### config.mk
export PLATFORM = sky130hd
export DESIGN_NAME = rs_issue_scheduler
export DESIGN_NICKNAME = d
export VERILOG_FILES = /design/src/rtl/rs_issue_scheduler.sv
export SDC_FILE = /design/constraint.sdc
export NUM_CORES = 1
export LEC_CHECK = 0
export BUFFER_PORTS_ARGS = -buffer_cell sky130_fd_sc_hd__buf_2
export CAP_MARGIN = 20
export CORE_ASPECT_RATIO = 0.9
export CORE_UTILIZATION = 50
export DETAILED_ROUTE_END_ITERATION = 12
export GPL_ROUTABILITY_DRIVEN = 0
export PLACE_DENSITY = 0.75
export SLEW_MARGIN = 20
export SYNTH_ARGS = -nofsm -noshare
export SYNTH_HDL_FRONTEND = slang
export SYNTH_SLANG_ARGS = --single-unit
### constraint.sdc
create_clock -name clk -period 4.91 [get_ports clk]
set_input_delay 0.982 -clock clk [delete_from_list [all_inputs] [get_ports clk]]
set_output_delay 0.982 -clock clk [all_outputs]
set_load 0.01 [all_outputs]
### src/rtl/rs_issue_scheduler.sv
// Age-ordered issue selector for the 16-slot reservation station.
// Define RS_AGE_ISSUE_EN for oldest-first grant; otherwise the lowest-index ready slot wins.
module rs_issue_scheduler (
    input  logic        clk,
    input  logic        rst,
    input  logic        rdy,
    input  logic        alloc_valid_from_rs,
    input  logic [4:0]  alloc_index_from_rs,
    input  logic [15:0] ready_from_rs,
    input  logic        ex_ready_from_ex,
    input  logic        rollback_flag_from_rob,
    output logic        issue_valid_to_rs,
    output logic [4:0]  issue_index_to_rs,
    output logic [4:0]  pending_count
);

    localparam int          RS_SIZE    = 16;
    localparam logic [4:0]  INVALID_RS = 5'd16;

    logic [RS_SIZE-1:0] valid_q, valid_d;
    logic [4:0]         pending_count_q, pending_count_d;

    logic [RS_SIZE-1:0] cand;
    logic               any_cand;
    logic [3:0]         grant_idx;
    logic               flush;
    logic               do_issue;
    logic               alloc_ok;
    logic [3:0]         alloc_k;
    logic [RS_SIZE-1:0] issued_vec;
    logic [RS_SIZE-1:0] valid_kept;
    logic               cnt_inc;
    logic               cnt_dec;

    assign cand      = valid_q & ready_from_rs;
    assign any_cand  = |cand;
    assign flush     = rst | rollback_flag_from_rob;
    assign do_issue  = rdy & ex_ready_from_ex & ~flush & any_cand;
    assign alloc_ok  = rdy & ~flush & alloc_valid_from_rs & ~alloc_index_from_rs[4];
    assign alloc_k   = alloc_index_from_rs[3:0];

    assign issued_vec = do_issue ? (16'b1 << grant_idx) : '0;
    assign valid_kept = valid_q & ~issued_vec;

    assign issue_valid_to_rs = do_issue;
    assign issue_index_to_rs = do_issue ? {1'b0, grant_idx} : INVALID_RS;
    assign pending_count     = pending_count_q;

`ifdef RS_AGE_ISSUE_EN
    // older_q[i][j] = 1 means slot i was allocated before slot j.
    logic [RS_SIZE-1:0] older_q [RS_SIZE];
    logic [RS_SIZE-1:0] older_d [RS_SIZE];
    logic [RS_SIZE-1:0] has_older;

    always_comb begin
        has_older = '0;
        for (int i = 0; i < RS_SIZE; i++) begin
            for (int j = 0; j < RS_SIZE; j++) begin
                if (cand[j] && older_q[j][i]) has_older[i] = 1'b1;
            end
        end
        grant_idx = '0;
        for (int i = RS_SIZE - 1; i >= 0; i--) begin
            if (cand[i] && !has_older[i]) grant_idx = 4'(i);
        end
    end

    // A (re)allocated slot becomes youngest: everything still tracked is older than it.
    always_comb begin
        older_d = older_q;
        if (flush) begin
            for (int i = 0; i < RS_SIZE; i++) older_d[i] = '0;
        end else if (alloc_ok) begin
            for (int j = 0; j < RS_SIZE; j++) begin
                older_d[j][alloc_k] = valid_kept[j] && (4'(j) != alloc_k);
            end
            older_d[alloc_k] = '0;
        end
    end

    // NOTE: the age matrix is reset like ordinary state because flush must clear it anyway.
    always_ff @(posedge clk) begin
        if (rst) begin
            for (int i = 0; i < RS_SIZE; i++) older_q[i] <= '0;
        end else begin
            older_q <= older_d;
        end
    end
`else
    always_comb begin
        grant_idx = '0;
        for (int i = RS_SIZE - 1; i >= 0; i--) begin
            if (cand[i]) grant_idx = 4'(i);
        end
    end
`endif

    // Count rises only when the alloc makes a slot newly tracked; same-slot issue+alloc nets zero.
    assign cnt_inc = alloc_ok & (~valid_q[alloc_k] | issued_vec[alloc_k]);
    assign cnt_dec = do_issue;

    always_comb begin
        valid_d         = valid_q;
        pending_count_d = pending_count_q;
        if (flush) begin
            valid_d         = '0;
            pending_count_d = '0;
        end else if (rdy) begin
            valid_d = valid_kept;
            if (alloc_ok) valid_d[alloc_k] = 1'b1;
            pending_count_d = pending_count_q + {4'b0, cnt_inc} - {4'b0, cnt_dec};
        end
    end

    // NOTE: sequential state uses non-blocking assignments only; next-state math lives in always_comb.
    always_ff @(posedge clk) begin
        if (rst) begin
            valid_q         <= '0;
            pending_count_q <= '0;
        end else begin
            valid_q         <= valid_d;
            pending_count_q <= pending_count_d;
        end
    end

endmodule

After elaboration in Yosys (flattened, before gate mapping)
Cells that the tools add are included. Widths: inputs -> output; s select.

Input port bits: 27. Word-level logic and storage cells: 51. Flip-flop bits (word level): 21.

Reduce and logical (&&, ||, !) cells: 3. Add/sub/neg operators: 2. Bitwise operators: 16. Muxes and demuxes: 25. Shift operators: 1. Magnitude comparators: 2.

Operator list (count): $mux 4 (16); $and 16x16->16 (2); $mux 16 (2); $not 16->16 (1); $or 16x16->16 (1); $reduce_or 16->1 (1); $shl 1x4->16 const A (1); $bmux 1 s4 (2); $and 1x1->1 (7); $add 5x1->5 (1); $lt 4x5->1 const B (1); $mux 5 (1); $sub 5x1->5 (1); $demux 1 s4 (1); $ge 4x1->1 const B (1); $mux 1 (3); $not 1->1 (3); $or 1x1->1 (2); $reduce_or 2->1 (1); $logic_and 1x1->1 (1).

Depth between registers and ports, before layout
Gate-level depths: netlist of the first run.

Depth after elaboration: 25. Gate-level depth with buffers: 17.

Worst setup path before layout of the first run
OpenSTA, ideal clock, no wires.

Path type: input-to-reg. Start point: input ready_from_rs[5]. End point: register pending_count_q[4], in the netlist pending_count[4]. Required time: 4.782 ns. Setup time: 0.128 ns. Path buffers: 0. Stages: 16. Arrival: 3.847 ns. Slack: 0.935 ns. Cell sequence: a22o_1 -> a221oi_4 -> nand4b_2 -> mux4_2 -> nor2_1 -> a21oi_1 -> ha_1 -> inv_1 -> ha_1 -> fa_1 -> a21o_1 -> a21oi_1 -> xnor2_1 -> nand2_1 -> xor2_1 -> nor2_1.

Word-level cells in the longest chain between the ends: 15. Elaborated cells on any way between the ends: 17.

RTL lines: from (decl) (line 9) `input logic [15:0] ready_from_rs,`; $and 16x16->16 (*) (line 35) `assign cand = valid_q & ready_from_rs;`; $mux 4 (6 in series) (line 93) `if (cand[i]) grant_idx = 4'(i);`; $shl 1x4->16 (line 42) `assign issued_vec = do_issue ? (16'b1 << grant_idx) : '0;`; $mux 16 (line 42); $bmux 1 s4 (line 99) `assign cnt_inc = alloc_ok & (~valid_q[alloc_k] | issued_vec[alloc_k]);`; $mux 1 (not written as such) (line 99); $or 1x1->1 (line 99); $and 1x1->1 (line 99); $add 5x1->5 (line 111) `pending_count_d = pending_count_q + {4'b0, cnt_inc} - {4'b0, cnt_dec};`; $sub 5x1->5 (*) (line 111); to (signal assigned) (line 122) `pending_count_q <= pending_count_d;`; to (decl) (line 21) `logic [4:0] pending_count_q, pending_count_d;`.

Mark *: on every way between the ends. The rest lies on a longest branch, timed or not. The select of a mux whose other input is x is not followed. A chain may end at the register's enable or synchronous reset.

Worst setup path after layout of the first run
Same ends and word-level chain as after synthesis.

==> reports/results.txt, run 1 <==
Total power: 0.2978 mW
Clock root buffer: clkbuf_4
First-pass GRT wire length: 7231 µm
Max transition margin: 55.63%
Hold Startpoint: valid_q[14]$_SDFFE_PP0P_
Leak: 0.7116 nW
Share of post-route cells with drive strength above 1: 24.56%
H-Tree Depth: 1
Worst r2r src: valid_q[2]$_SDFFE_PP0P_
GRT Overall Usage: 27.94%
Mapped Nets: 227
Count leader, synth: nand2_1
Clock Power Share: 28.8%
Fin util: 63.17%
Post-synthesis compound-gate area fraction: 28.75%
Ports: 38
Area Overhead vs Synth: 14.69%
Crit path time final: 4.042 ns
CTS tree: yes
Combinational fraction of design power: 13.4%
Synth top area share: 26.69%
Main synth FF type: dfxtp_1
Slew Limit Fails: 0
Worst vdd ir: 0.1389 mV
CP startpoint: ready_from_rs[5]
Post-synthesis mux area share: 10.48%
First DRT Iteration DRCs: 116
Clk Latency, worst-skew pair: 0.31 ns
Post-CTS Hold Fix Bufs: 0
Worst slew pin tran: 0.6605 ns
Yosys warning count: 0
Fmax: 247.4 MHz
Sequential Power Share: 57.7%
Routed wire per std cell: 16.14 µm
Hold_ws: 0.5294 ns
Post-synth cell types: 47
WP buf/inv: 2
Crit-path leading delay family: compound AO/OA/AOI/OAI gates
Main combinational cell family by area after synthesis: compound AO/OA/AOI/OAI gates
Post-synth ARST share: 0%
Rows: 18
Synth Instances: 194
Critical path, cell by cell: buf_2 -> a22o_1 -> a221oi_4 -> nand4b_2 -> mux4_2 -> nor2_1 -> a21oi_1 -> ha_1 -> inv_1 -> ha_1 -> fa_1 -> a21o_1 -> a21oi_1 -> xnor2_1 -> nand2_1 -> xor2_1 -> nor2_1
Tcrit/Tclk final: 82.32%
GRT overflow: 0
Detailed Route WL: 4325 µm
Via density: 6.116
Clk sinks: 21
Reg clk slew, reported paths: 0.12 ns
Slowest library cell on the worst path: mux4_2
Die X: 61.17 µm
Synth Area in XOR/XNOR: 2.780%
WS Path Type: in -> reg
Number of remaining DRC errors: 0
Synth area leader: dfxtp_1
Synth top area cells: dfxtp_1 27%, mux4_2 8.6%, nand2_1 7.1%
Syn avg cell area: 8.120 µm²
Synth Area in Adders: 5.242%
Switching power total: 0.07962 mW
Placed Cells: 264
Max_cap viols: 0
Worst setup EP type: flip-flop
Sequential element share of the synthesized area: 26.69%
Simple-Gate Fraction of Synth Area: 22.16%
Hold Path Class: reg -> reg
Setup violators final: 0
CP startpoint kind: input pin
RSZ-0062 raised after global routing: false
CTS Buf Count: 3
Total negative slack: 0 ns
PnR worst setup slack: 0.8682 ns
Post-place setup slack: 0.5539 ns
Fin. Hold Viols: 0
Setup Fix Bufs, Post-CTS: 0
Max FO, Critical Path: 6
Arrival @ worst endpoint: 4.24 ns
Final Skew: 0.004469 ns
Buffers on Ports: 37
Initial antenna violation count: 0
Number of global-route vias before repair: 1,577
Diode count: 0
Detailed Place HPWL: 3429 µm
Drt pass-1 iters: 4
Synth cell count leaders: 30 x nand2_1, 21 x a21oi_1, 21 x dfxtp_1
Core area: 2860 µm²
Fin area: 1807 µm²
EDFF count, synth: 0
Routed Antenna Nets: 0
Layout Nets: 262
Sw Ratio: 26.73%
Internal power: 0.2182 mW
Die H: 55.25 µm
Initial core utilization: 55.07%
WP data required: 5.11 ns
Die area: 3379 µm²
Clock Path Buffers: 2
Placed Instance Area: 1779 µm²
Resize count post-CTS: 0
Largest net degree at the start of global routing: 22
Post-synthesis register bit count: 21
Via count: 1,639
Power per cell area: 164.8 nW/µm²
Final Non-Filler Cells: 268
Synthesized area: 1575 µm²
Status: complete, no violations
Worst path max stage delay: 0.50 ns
==> power by group through the flow <==
stage                     Combinational, mW  Clock [mW]  Sequential, mW
final                                0.0400      0.0859           0.172
after global routing                 0.0441      0.0924           0.172
after CTS                            0.0396      0.0862           0.172
after detailed placement             0.0393           0           0.176
after global placement               0.0375           0           0.176
after floorplan                      0.0219           0           0.176
==> state kept, by name (all words and copies together) (netlist names) <==
signal         flops
pending_count      5
valid_q           16
==> per-layer routing <==
layer	vias up	part of all wire, %	global-route usage [%]
li1	778	-	-
met3	8	10	4.450
met4	0	1.4	6.818
met5	-	0	0
met2	90	46	42.39
met1	763	42	41.01
==> cells by family after synthesis <==
kind of cell	after synthesis
XOR/XNOR	5
AO/OA/AOI/OAI	66
buffers and inverters	15
adder cells (fa/ha/maj)	6
AND/OR/NAND/NOR	72
flip-flops	21
multiplexers	9
==> layout by cell type (no fill, tap or decap), drive strengths merged, types with 2 or more instances in the layout <==
master	synthesis	final
a21oi	22	22
and2	4	4
buf	2	37
xnor2	4	4
inv	8	8
dfxtp	21	21
nor2b	5	5
or2	2	2
nand3	8	8
mux4	6	6
a22oi	7	7
a21boi	2	2
ha	5	5
nor2	12	12
mux2i	3	3
nand2	30	30
a21o	2	2
a22o	2	2
a211oi	2	2
nand2b	3	3
clkbuf	5	3
o21ai	18	18
nor3	4	4
a221oi	2	2
nand4b	2	2
==> worst min-delay path, cell delays in order (launching register included) <==
cell and delay, ns:
dfxtp_1 0.35, o21ai_0 0.08, a21oi_1 0.06
==> final timing paths <==
path	slack [ns]	cells after the start	endpoint
worst max-delay path	0.87	17	pending_count[4]$_SDFFE_PP0P_
worst min-delay path	0.53	2	valid_q[14]$_SDFFE_PP0P_
worst max register to register	1.28	17	pending_count[4]$_SDFFE_PP0P_
worst min register to register	0.53	2	valid_q[14]$_SDFFE_PP0P_
==> area by class of cell <==
cell class | instances | area (µm²)
tap | 40 | 50.05
clock buffer | 3 | 22.52
sequential | 21 | 420.4
clock inverter | 1 | 5.005
timing repair buffer | 37 | 185.2
inverter | 8 | 30.03
multi-input combinational | 158 | 1094
fill | 268 | 1054
No activity file was read; power rests on OpenSTA's default activity.
==> run 2, diff against run 1 <==
Settings changed: ABC_AREA from default to 1, CORE_UTILIZATION 50 to 49, PLACE_DENSITY 0.75 to 0.76.
Clock period 4.91 ns to 3.5 ns, I/O delays scaled along.
==> run 2 against run 1 <==
  * The flow now finishes with violations (setup timing)
  * Design area grew 35%
  * Highest routed layer unchanged
  * Die area increased by 11%
  * Largest cell class unchanged
  * Critical path type unchanged
  * Clock-buffer cell count stayed put
==> reports/results.txt, run 2 <==
Status: finished with violations
Failing checks: setup timing
Arrival @ worst endpoint: 3.75 ns (-0.49 ns)
Flop2flop setup slack: 0.02 ns (-1.26 ns)
Clock Path Buffers: 2 (unchanged)
CTS Buf Count: 3 (unchanged)
FF/Latch Area: 420.4 µm² (unchanged)
Initial antenna violation count: 0 (unchanged)
Diode count: 0 (unchanged)
Commonest non-fill, non-tap cell in the layout: nand2_1
Fin. Hold Viols: 0 (unchanged)
Largest net degree at the start of global routing: 21 (-4.5%)
Most frequent cells in the layout: 70 x nand2_1, 39 x buf_4, 35 x buf_2
H-Tree Depth: 1 (unchanged)
Detailed Route WL: 5213 µm (+21%)
Buffers on Ports: 37 (unchanged)
Routed wire per std cell: 13.47 µm (-17%)
CP startpoint kind: input pin
Ports: 38 (unchanged)
Worst path max stage delay: 0.37 ns (-0.13 ns)
Slowest library cell on the worst path: fa_2
Die H: 58.26 µm (+5.4%)
Synth top area cells: dfxtp_1 24%, nand2_1 16%, nand3_1 7.3%
Post-synthesis mux area share: 0% (-10 points)
Largest register FFs: 16 (unchanged)
Die area: 3758 µm² (+11%)
Initial core utilization: 51.00% (-4.1 points)
Via density: 5.519 (-9.8%)
PnR worst setup slack: -0.04966 ns (-0.9178 ns)
Crit path time final: 3.550 ns
Main combinational cell family by area after synthesis: simple AND/OR/NAND/NOR gates
Setup violators final: 1 (+1)
RSZ-0062 raised after global routing: true
Max transition margin: 63.95% (+8.3 points)
Area Overhead vs Synth: 41.39%
Count leader, synth: nand2_1
Share of post-route cells with drive strength above 1: 38.48% (+14 points)
Post-synthesis compound-gate area fraction: 16.99% (-12 points)
Mapped Nets: 299 (+32%)
Worst slew pin tran: 0.5387 ns (-0.1218 ns)
Synth cell count leaders: 75 x nand2_1, 25 x nand3_1, 22 x a21oi_1
Rows: 20 (+2)
Fmax: 281.7 MHz
Synth Area in XOR/XNOR: 2.033% (-0.75 points)
Synth Area in Adders: 4.793% (-0.45 points)
First-pass GRT wire length: 7983 µm (+10%)
Fin util: 72.11% (+8.9 points)
Max FO, Critical Path: 3 (-3)
Filler instances: 284 (+6.0%)
Final Non-Filler Cells: 387 (+44%)
Hold Path Class: reg -> reg
Worst vdd ir: 0.1600 mV (+15%)
Post-synth ARST share: 0% (unchanged)
Clock root buffer: clkbuf_8
First DRT Iteration DRCs: 134 (+16%)
Post-synth cell types: 33 (-30%)
Clk Latency, worst-skew pair: 0.26 ns (-0.05 ns)
WP data required: 3.70 ns (-1.41 ns)
Total negative slack: -0.04966 ns (-0.04966 ns)
Slew Limit Fails: 0 (unchanged)
Synthesized area: 1723 µm² (+9.4%)
Yosys warning count: 0 (unchanged)
EDFF count, synth: 0 (unchanged)
Tcrit/Tclk final: 101.4%
Simple-Gate Fraction of Synth Area: 45.82% (+24 points)
Worst setup EP type: flip-flop
Routed Antenna Nets: 0 (unchanged)
Post-synthesis register bit count: 21 (unchanged)
Number of global-route vias before repair: 1,774 (+12%)
Reg clk slew, reported paths: 0.08 ns (-0.04 ns)
Syn avg cell area: 6.477 µm² (-20%)
Number of remaining DRC errors: 0 (unchanged)
GRT Overall Usage: 27.50% (-0.44 points)
Layout Nets: 377 (+44%)
Placed Cells: 382 (+45%)
Final Skew: 0.004113 ns (-0.0003558 ns)
Leak: 1.124 nW (+58%)
Die X: 64.51 µm (+5.5%)
CTS tree: yes
Power per cell area: 199.1 nW/µm² (+21%)
GRT overflow: 0 (unchanged)
Max_cap viols: 0 (unchanged)
Clk sinks: 21 (unchanged)
Synth top area share: 24.40% (-2.3 points)
Detailed Place HPWL: 3987 µm (+16%)
Synth area leader: dfxtp_1
Drt pass-1 iters: 7 (+3)
Via count: 2,136 (+30%)
WS Path Type: in -> reg
Reg with most FFs: valid_q
Multi-input logic area: 1316 µm² (+20%)
Synth Instances: 266 (+37%)
Sequential element share of the synthesized area: 24.40% (-2.3 points)
Main synth FF type: dfxtp_1
Core area: 3378 µm² (+18%)
Most used cell, CP: nand2_1
## run 2: cell count changes after synthesis, moves of 6 or more
cell / previous run / this run
nand4_1: 0 / 8
nand2_2: 0 / 9
nand2_1: 30 / 75
inv_1: 8 / 16
nor2_1: 11 / 20
nand3_1: 8 / 25
mux4_2: 6 / 0
## run 2: timing repair
action / 4_1_cts / 5_1_grt
pin swaps: 2 / 8
resized for setup: 1 / 28
setup buffers: 0 / 1
hold buffers: 0 / 0
setup endpoints to repair: 1 / 4
## run 2: report_power, final
part           total, mW  switching (mW)  leakage, nW  internal [mW]
combinational     0.0810          0.0458        0.929         0.0352
clock              0.161          0.0821       0.0255         0.0793
sequential         0.243         0.00191        0.169          0.241
## run 2: path summary, 6_finish.rpt
kind                                 startpoint                       endpoint  depth (start not counted)
hold / removal    pending_count[0]$_SDFFE_PP0P_  pending_count[0]$_SDFFE_PP0P_                          2
setup reg to reg       valid_q[15]$_SDFFE_PP0P_  pending_count[4]$_SDFFE_PP0P_                         30
hold reg to reg   pending_count[0]$_SDFFE_PP0P_  pending_count[0]$_SDFFE_PP0P_                          2
setup / recovery              ready_from_rs[15]  pending_count[4]$_SDFFE_PP0P_                         31
## run 2: layout make-up
class / count / area share [%]
multi-input cells: 219 / 54.03
repair buffers: 77 / 20.96
flip-flops and latches: 21 / 17.26
inverters: 22 / 3.595
well taps: 44 / 2.260
clock buffers: 3 / 1.695
clock inverters: 1 / 0.2054
## run 2: critical path, delay by kind of cell
kind	cells	cell delay (ns)
buffers and inverters	3	0.17
adders and majority gates	3	0.81
xor gates and xnor gates	1	0.16
and+or+nand+nor	21	1.58
AOI/OAI and AO/OA	3	0.33
## run 2: stage by stage
| step | hold slack, ns | cell area, µm² | setup slack (ns) | total power, mW |
|---|---|---|---|---|
| after floorplan | 0.4519 | 1733 | -0.005574 | 0.2835 |
| final | 0.4977 | 2436 | -0.04966 | 0.4851 |
| after detailed placement | 0.4875 | 2263 | -0.3281 | 0.3185 |
| after global routing | 0.5263 | 2436 | -0.2605 | 0.5040 |
| after CTS | 0.5009 | 2313 | 0.0005258 | 0.4777 |
| after global placement | 0.4750 | 2263 | -0.2312 | 0.3178 |
## run 2: per-layer routing
metal,global-route usage [%],vias up,part of all wire [%]
li1,-,1044,-
met1,37.94,951,43
met2,44.66,121,45
met3,3.346,20,9.5
met4,8.889,0,2.3
met5,0,-,0
## run 2: cells by family (layout without fill, tap and decap cells)
family	count (synthesis)	in the layout
adder cells (fa/ha/maj)	6	6
flip-flops	21	21
XOR/XNOR	4	4
AND/OR/NAND/NOR	160	160
buffers and inverters	26	103
AO/OA/AOI/OAI	49	49
==> run 3, diff against run 2 <==
Settings changed: SETUP_SLACK_MARGIN from default to 0.2.
==> run 3 against run 2 <==
  * Wire length up 4.8%
  * Flip-flop and latch count unchanged
  * Global-route usage up 2.7 points
  * Register-to-register slack worse by 0.03 ns
  * Maximum frequency down 1.5%
  * Critical path depth down 8
  * Die area unchanged
  * Highest routed layer unchanged
  * Largest power group unchanged
  * Core utilization up 2.1 points
  * Sequential power about the same
  * The flow finishes with violations (DRC, setup timing)
  * Clock power up 4%
  * Cell count up 1.8%
  * Critical endpoint unchanged
  * Clock skew up 0.0021 ns
==> reports/results.txt, run 3 (synthesis gave the netlist of run 2 again) <==
Routed Antenna Nets: 0 (unchanged)
Max layer used: met4
Clock root buffer: clkbuf_8
Fin. Hold Viols: 0 (unchanged)
Initial core utilization: 51.00% (unchanged)
Hold Startpoint: pending_count[4]$_SDFFE_PP0P_
Number of remaining DRC errors: 2 (+2)
Die area: 3758 µm² (unchanged)
Commonest non-fill, non-tap cell in the layout: nand2_1
Crit path time final: 3.603 ns (+0.05298 ns)
Switching power total: 0.1369 mW (+5.5%)
CP startpoint kind: input pin
Sw Ratio: 27.78% (+1.0 points)
Post-CTS Hold Fix Bufs: 0 (unchanged)
H-Tree Depth: 1 (unchanged)
Slew Limit Fails: 0 (unchanged)
CTS Buf Count: 3 (unchanged)
Status: finished with violations
Fin area: 2509 µm² (+3.0%)
Detailed Place HPWL: 4080 µm (+2.3%)
Max transition margin: 66.21% (+2.3 points)
Tcrit/Tclk final: 102.9% (+1.5 points)
Initial antenna violation count: 0 (unchanged)
First DRT Iteration DRCs: 197 (+47%)
WS Path Type: in -> reg
WP data required: 3.70 ns (about the same)
Worst vdd ir: 0.1347 mV (-16%)
Sequential Power Share: 49.3% (-0.8 points)
Fin util: 74.26% (+2.1 points)
Worst slew pin tran: 0.5050 ns (-0.03373 ns)
Failing checks: DRC, setup timing
Buffers on Ports: 37 (unchanged)
Worst r2r src: valid_q[11]$_SDFFE_PP0P_
Hold Crit Depth: 2 (unchanged)
Max FO, Critical Path: 4 (+1)
GRT overflow: 0 (unchanged)
Detailed Route WL: 5461 µm (+4.8%)
Via density: 5.490 (-0.54%)
Met3 WL: 400 µm (-19%)
Combinational fraction of design power: 16.9% (+0.2 points)
Fmax: 277.6 MHz (-1.5%)
Met2 routed WL: 2532 µm (+8.6%)
R2R cell count: 22 (-27%)
Worst setup EP type: flip-flop
Routed wire per std cell: 13.86 µm (+2.9%)
Internal power: 0.3561 mW (+0.19%)
Core area: 3378 µm² (unchanged)
RSZ-0062 raised after global routing: true
Power per cell area: 196.5 nW/µm² (-1.3%)
Max_cap viols: 0 (unchanged)
Clock Path Buffers: 2 (unchanged)
Ports: 38 (unchanged)
Diode count: 0 (unchanged)
Final Skew: 0.006228 ns (+0.002115 ns)
Drt pass-1 iters: 10 (+3)
Leak: 1.178 nW (+4.8%)
Share of post-route cells with drive strength above 1: 42.00% (+3.5 points)
First-pass GRT wire length: 8707 µm (+9.1%)
Clk sinks: 21 (unchanged)
Via count: 2,163 (+1.3%)
DRT met1 WL: 2369 µm (+4.5%)
Area Overhead vs Synth: 45.61%
Largest register FFs: 16 (unchanged)
CP startpoint: ready_from_rs[11]
Number of global-route vias before repair: 1,930 (+8.8%)
Setup violators final: 2 (+1)
Most frequent cells in the layout: 62 x nand2_1, 46 x buf_4, 35 x buf_2
Layout Nets: 384 (+1.9%)
Hold Path Class: reg -> reg
Clock Power Share: 33.9% (+0.6 points)
Arrival @ worst endpoint: 3.81 ns (+0.06 ns)
Reg clk slew, reported paths: 0.09 ns (about the same)
Clk Latency, worst-skew pair: 0.27 ns (about the same)
Placed Instance Area: 2347 µm² (+3.7%)
Die H: 58.26 µm (unchanged)
Largest net degree at the start of global routing: 21 (unchanged)
CTS tree: yes
Rows: 20 (unchanged)
Die X: 64.51 µm (unchanged)
Reg with most FFs: valid_q
PnR worst setup slack: -0.1026 ns (-0.05298 ns)
Hold_ws: 0.4981 ns (+0.0004160 ns)
GRT Overall Usage: 30.24% (+2.7 points)
Total power: 0.4930 mW (+1.6%)
run 3: changes by cell type in the layout (fill, tap and decap cells not counted), sizes merged:
cell and delta:
buf +7
run 3: final cells by class:
type	count	area, µm²
inverter	22	87.58
tap	44	55.05
sequential	21	420.4
clock inverter	1	5.005
clock buffer	3	41.29
multi-input combinational	219	1345
timing repair buffer	84	554.3
fill	280	869.6
run 3: worst paths after layout:
kind	slack [ns]	to
worst max-delay path	-0.10	pending_count[4]$_SDFFE_PP0P_
worst min-delay path	0.50	pending_count[4]$_SDFFE_PP0P_
worst max register to register	-0.01	pending_count[4]$_SDFFE_PP0P_
worst min register to register	0.50	pending_count[4]$_SDFFE_PP0P_
run 3: metal layers:
layer  track usage, %  vias to the layer above
li1                 -                     1058
met1            41.03                      989
met2            50.08                       97
met3            2.756                       19
met4            11.11                        0
met5                0                        -
run 3: power groups by stage:
stage               clock network, mW  registers [mW]  logic, mW
global placement                    0           0.248     0.0717
detailed placement                  0           0.248     0.0726
global route                    0.176           0.243     0.0903
finish                          0.167           0.243     0.0831
CTS                             0.166           0.243     0.0803
floorplan                           0           0.249     0.0353
run 3: critical path, cell delays in order:
cell and delay, ns:
buf_2 0.11, nand2_4 0.05, nand2_2 0.10, a31oi_1 0.05, nor2_1 0.10, o21bai_1 0.12, a21oi_2 0.24, nand4_1 0.22
or2_1 0.29, nor2_1 0.10, nor2_1 0.06, nand3_1 0.08, nand2_1 0.05, nand2_1 0.11, o21bai_1 0.09, ha_1 0.29
inv_2 0.04, ha_4 0.15, fa_2 0.37, a31oi_4 0.14, xor2_1 0.16, nand2_1 0.07, a21oi_1 0.12
run 3: what timing repair did:
action / 4_1_cts / 5_1_grt
endpoints found under the setup margin: 4 / 4
resized for setup: 14 / 7
pin swaps: 9 / 6
setup buffers: 4 / 1
run 3: metrics by stage:
stage	setup WS, ns	cells	setup TNS (ns)
after floorplan	0.03531	266	0
after global placement	-0.2724	385	-0.7160
after detailed placement	-0.3811	385	-1.005
after CTS	0.05744	393	0
after global routing	-0.2679	394	-0.7758
final	-0.1026	394	-0.2026
